**config.mk**
```make
export PLATFORM = sky130hd
export DESIGN_NAME = unsigned_divider_flat
export DESIGN_NICKNAME = d
export VERILOG_FILES = /design/src/rtl/unsigned_divider_if.sv /design/src/rtl/unsigned_divider.sv /design/src/flat_wrapper.sv
export SDC_FILE = /design/constraint.sdc
export NUM_CORES = 1
export LEC_CHECK = 0
export ABC_AREA = 1
export CORE_MARGIN = 4
export CORE_UTILIZATION = 57
export CTS_BUF_LIST = sky130_fd_sc_hd__clkbuf_16
export CTS_CLUSTER_DIAMETER = 150
export DETAILED_ROUTE_END_ITERATION = 10
export PLACE_DENSITY = 0.89
export SYNTH_ARGS = -nofsm -noshare
export SYNTH_HDL_FRONTEND = slang
export SYNTH_SLANG_ARGS = --single-unit
```
**constraint.sdc**
```tcl
create_clock -name clk -period 2.55 [get_ports clk]
set_input_delay 0.51 -clock clk [delete_from_list [all_inputs] [get_ports clk]]
set_output_delay 0.51 -clock clk [all_outputs]
set_load 0.005 [all_outputs]
```
**src/rtl/unsigned_divider_if.sv**
```systemverilog
// Start/finish handshake bundle for the sequential unsigned divider.
interface unsigned_divider_if #(
  parameter int N = 4
);
  logic         start;
  logic [N-1:0] A_in;
  logic [N-1:0] B_in;
  logic [N-1:0] quotient_out;
  logic [N-1:0] remainder_out;
  logic         finish;
  logic         div_by_zero;

  modport master (
    output start, A_in, B_in,
    input  quotient_out, remainder_out,
    input  finish, div_by_zero
  );

  modport slave (
    input  start, A_in, B_in,
    output quotient_out, remainder_out,
    output finish, div_by_zero
  );
endinterface

```
**src/rtl/unsigned_divider.sv**
```systemverilog
// Restoring unsigned divider, one quotient bit per clock, MSB first.
// UNSIGNED_DIVIDER_EARLY_TERM_EN: finish in one edge when B > A.
module unsigned_divider #(
  parameter int N = 4
) (
  input logic             clk,
  input logic             reset,
  unsigned_divider_if.slave bus
);
  localparam int CW = $clog2(N);

  typedef enum logic [1:0] {
    IDLE,
    BUSY,
    FAST
  } state_t;

  state_t        state;
  logic [N-1:0]  dvd;
  logic [N-1:0]  dvs;
  logic [N-1:0]  quo;
  logic [N:0]    rem;
  logic [CW-1:0] cnt;
  logic          zero;

  logic [N:0]    shf;
  logic [N:0]    trial;
  logic [N:0]    rem_nx;
  logic          qbit;
  logic          short_cut;

  always_comb begin
    shf    = {rem[N-1:0], dvd[N-1]};
    trial  = shf - {1'b0, dvs};
    qbit   = ~trial[N];
    rem_nx = qbit ? trial : shf;
  end

  // Operands that need no iterations finish on the very next edge.
  always_comb begin
    short_cut = (bus.B_in == '0);
`ifdef UNSIGNED_DIVIDER_EARLY_TERM_EN
    if (bus.B_in > bus.A_in) begin
      short_cut = 1'b1;
    end
`endif
  end

  always_ff @(posedge clk or negedge reset) begin
    if (!reset) begin
      state             <= IDLE;
      dvd               <= '0;
      dvs               <= '0;
      quo               <= '0;
      rem               <= '0;
      cnt               <= '0;
      zero              <= 1'b0;
      bus.quotient_out  <= '0;
      bus.remainder_out <= '0;
      bus.finish        <= 1'b1;
      bus.div_by_zero   <= 1'b0;
    end else if (bus.start) begin
      dvd               <= bus.A_in;
      dvs               <= bus.B_in;
      quo               <= '0;
      rem               <= '0;
      cnt               <= '0;
      zero              <= (bus.B_in == '0);
      bus.quotient_out  <= '0;
      bus.remainder_out <= '0;
      bus.finish        <= 1'b0;
      bus.div_by_zero   <= 1'b0;
      state             <= short_cut ? FAST : BUSY;
    end else begin
      unique case (state)
        IDLE: begin
        end
        BUSY: begin
          rem <= rem_nx;
          dvd <= {dvd[N-2:0], 1'b0};
          quo <= {quo[N-2:0], qbit};
          cnt <= cnt + 1'b1;
          if (cnt == CW'(N-1)) begin
            bus.quotient_out  <= {quo[N-2:0], qbit};
            bus.remainder_out <= rem_nx[N-1:0];
            bus.finish        <= 1'b1;
            state             <= IDLE;
          end
        end
        FAST: begin
          // Divide by zero yields all ones; B > A yields zero.
          bus.quotient_out  <= {N{zero}};
          bus.remainder_out <= dvd;
          bus.div_by_zero   <= zero;
          bus.finish        <= 1'b1;
          state             <= IDLE;
        end
        default: state <= IDLE;
      endcase
    end
  end
endmodule

```
**src/flat_wrapper.sv**
```systemverilog
// flat-port wrapper written by rule: the top's interface ports become plain ports
module unsigned_divider_flat 
#(
  parameter int N = 4
)
  (clk, reset, bus_start, bus_A_in, bus_B_in, bus_quotient_out, bus_remainder_out, bus_finish, bus_div_by_zero);
  unsigned_divider_if #(.N(N)) bus_i ();
  input logic clk;
  input logic reset;
  input wire logic [$bits(bus_i.start)-1:0] bus_start;
  input wire logic [$bits(bus_i.A_in)-1:0] bus_A_in;
  input wire logic [$bits(bus_i.B_in)-1:0] bus_B_in;
  output wire logic [$bits(bus_i.quotient_out)-1:0] bus_quotient_out;
  output wire logic [$bits(bus_i.remainder_out)-1:0] bus_remainder_out;
  output wire logic [$bits(bus_i.finish)-1:0] bus_finish;
  output wire logic [$bits(bus_i.div_by_zero)-1:0] bus_div_by_zero;
  assign bus_i.start = bus_start;
  assign bus_i.A_in = bus_A_in;
  assign bus_i.B_in = bus_B_in;
  assign bus_quotient_out = bus_i.quotient_out;
  assign bus_remainder_out = bus_i.remainder_out;
  assign bus_finish = bus_i.finish;
  assign bus_div_by_zero = bus_i.div_by_zero;
  unsigned_divider #(.N(N)) u_core (.clk(clk), .reset(reset), .bus(bus_i));
endmodule
```
==> out/results.txt <==
Die span in x: 59.3 um
R2R cell count: 11
Slowest CP cell: fa_1
Antenna Cells: 0
Adder-cell share of the synthesized area: 0.0550
DR vias/cell: 5.38
GRT overflow: 0
Hold Vio Cnt, Final: 0
Dpl cells: 224
WP data required: 2700 ps
Hold Crit Endpoint: u_core.bus.finish$_DFFE_PN1P_
Mean area per synthesized cell: 8.68 um2
Fin crit share: 0.730
FILL cells: 180
Post-Route WL: 3230 um
Delay-heaviest family, CP: adder cells
Worst-path clk slew: 50 ps
Yosys warns: 0
Num ports: 21
Hold Path Stages: 2
Pwr dens: 1000 nW/um2
Most frequent cells in the layout: 53 x nand2_1, 29 x dfrtp_1, 20 x inv_1, 20 x clkdlybuf4s50_1, 9 x o21ai_0
Hold WS: 470 ps
Crit-path cells: inv_1 > ha_1 > fa_1 > inv_1 > nand3_2 > nand2_1 > nand2_1 > nand2_2 > nand2_1 > o21ai_0 > o21ai_1
1st-iter DRT viols: 79
IO buf count: 20
Area of the multi-input gates: 649 um2
Crit Path Max Fanout: 6
DRT Pass-1 Iters: 4
Worst setup EP type: register
Die Ht: 59.3 um
Slew HR: 0.755
CP max stage delay: 400 ps
CP Launch Type: register
Seq cells post-synth: 30
Nets@finish: 218
Hold-fix buffers at CTS: 0
CP most frequent cell: nand2_1
Post-CTS Resized: 0
Worst R2R End: u_core.rem[1]$_DFFE_PN0P_
Pin count of the biggest net entering global routing: 31
Post-Synth XOR/XNOR Area: 0.00583
Simple-Gate Fraction of Synth Area: 0.237
Commonest non-fill, non-tap cell in the layout: nand2_1
Maxcap violations: 0
Tmin final: 1860 ps
Final GP Congestion: 0.880
Combinational family with the most area after synthesis: simple AND/OR/NAND/NOR gates
Routed len/inst: 13.9 um
Cells after synthesis: 173
DRT antenna net count: 0
Clock net sink count: 30
Row count: 18
Post-CTS Setup Inserts: 0
Vias in the first global route: 1248
RSZ-0062 raised after global routing: no
Final Setup Violations: 0
Max frequency: 537 MHz
Leakage power total: 0.977 nW
Synth Area in Compound Gates: 0.135
Htree depth: 2
Post-synthesis mux area share: 0
Total track usage: 0.207
Unique masters post-synth: 27
Die area: 3520 um2
Final slew viol count: 0
Post-synthesis net count: 190
Worst hold path startpoint: u_core.bus.finish$_DFFE_PN1P_
DRC: 0
Via count: 1249
Post-Syn Area: 1500 um2
Layout cell share with drive strength beyond 1: 0.144
Seq/Total Area, Yosys: 0.501
Fin Setup TNS: 0 ps
First-pass GRT wire length: 5380 um
Area Growth Syn to Fin: 27.4%
Reg2reg setup slack: 690 ps
WP depth: 11
Fin cells: 232
Buf/Inv on CP: 2
EDFF count, synth: 0
Maximum vdd drop: 0.000946 V
Register area: 752 um2
CTS tree: yes
CP startpoint: u_core.dvd[3]$_DFFE_PN0P_
Root Buffer: clkbuf_16
Clock buffer count from CTS: 5
Starting density of the core: 0.601
Critical path type: reg2reg
RR Startpoint: u_core.dvd[3]$_DFFE_PN0P_
Status: finished clean
Fin Clk Skew: 8.71 ps
Clk_lat worst skew: 270 ps
Core area: 2500 um2
Hold crit path type: reg2reg
Clk buf depth: 2
Ys async rst share: 1.00
Primary FF master, synth: dfrtp_1
DP Wirelength: 2410 um
Worst Tran Pin Value: 368 ps
Initial antenna violation count: 0
CP Data Arrival Time: 2010 ps
[state kept, by name (all words and copies together), names as in the netlist]
| signal | count |
|---|---|
| u_core.bus.remainder_out | 4 |
| u_core.quo | 3 |
| u_core.dvs | 4 |
| u_core.bus.finish | 1 |
| u_core.dvd | 4 |
| u_core.rem | 4 |
| u_core.bus.quotient_out | 4 |
| u_core.cnt | 2 |
| u_core.zero | 1 |
| u_core.state | 2 |
| u_core.bus.div_by_zero | 1 |
[metal layers]
metal | share of wire | GRT usage
met1 | 0.44 | 0.253
met3 | 0.053 | 0.0479
met4 | 0.012 | 0.0841
met2 | 0.49 | 0.349
met5 | 0 | 0
[logic make-up (layout without fill, tap and decap cells)]
kind of cell	Yosys count	in the layout
AO/OA/AOI/OAI	33	33
XOR/XNOR	1	1
adder cells (fa/ha/maj)	6	6
buffers and inverters	26	55
flip-flops	30	30
AND/OR/NAND/NOR	77	77
[cells in the mapped netlist, types with 2 or more instances]
| library cell | instances | area (um2) |
|---|---|---|
| nand3_1 | 7 | 35.0 |
| nand2_2 | 5 | 31.3 |
| a22o_1 | 4 | 35.0 |
| inv_1 | 18 | 67.6 |
| nand2_4 | 2 | 22.5 |
| a21oi_1 | 6 | 30.0 |
| nand2_1 | 53 | 199 |
| dfrtp_1 | 29 | 726 |
| nor2_1 | 6 | 22.5 |
| ha_1 | 5 | 62.6 |
| inv_2 | 6 | 22.5 |
| o21ai_1 | 5 | 25.0 |
| o22ai_1 | 4 | 25.0 |
| o21ai_0 | 9 | 45.0 |
| o221ai_1 | 2 | 17.5 |
[report_power, final]
group	switching [mW]	internal (mW)
logic	0.371	0.279
clock network	0.187	0.452
registers	0.0612	0.574
[area by class of cell]
| class | count | share of cell area |
|---|---|---|
| sequential | 30 | 0.393 |
| tap | 30 | 0.0196 |
| clock inverter | 3 | 0.0196 |
| clock buffer | 5 | 0.0654 |
| inverter | 25 | 0.0504 |
| multi-input combinational | 117 | 0.339 |
| timing repair buffer | 22 | 0.112 |
[worst max path at each step]
stage | end | slack (ps)
floorplan | u_core.bus.remainder_out[3]$_DFFE_PN0P_ | 850
global placement | u_core.bus.remainder_out[3]$_DFFE_PN0P_ | 790
detailed placement | u_core.bus.remainder_out[3]$_DFFE_PN0P_ | 720
CTS | u_core.bus.remainder_out[3]$_DFFE_PN0P_ | 700
global route | u_core.bus.remainder_out[3]$_DFFE_PN0P_ | 560
finish | u_core.rem[1]$_DFFE_PN0P_ | 690
[through the flow]
step / instance area, um2 / setup slack [ps] / utilization / power, mW
floorplan: 1500 / 855 / - / 1.06
global placement: 1750 / 793 / 0.700 / 1.24
detailed placement: 1750 / 724 / 0.700 / 1.28
CTS: 1910 / 704 / 0.765 / 1.93
global route: 1910 / 564 / 0.765 / 2.04
finish: 1910 / 689 / 0.765 / 1.92
[worst reg2reg max path, stage by stage, from the launching register on]
cell and delay [ps]:
dfrtp_1 340, inv_1 70, ha_1 210, fa_1 400, inv_1 80, nand3_2 70
nand2_1 100, nand2_1 60, nand2_2 110, nand2_1 80, o21ai_0 120, o21ai_1 100
Note: power is estimated with default switching activity, not from simulation.
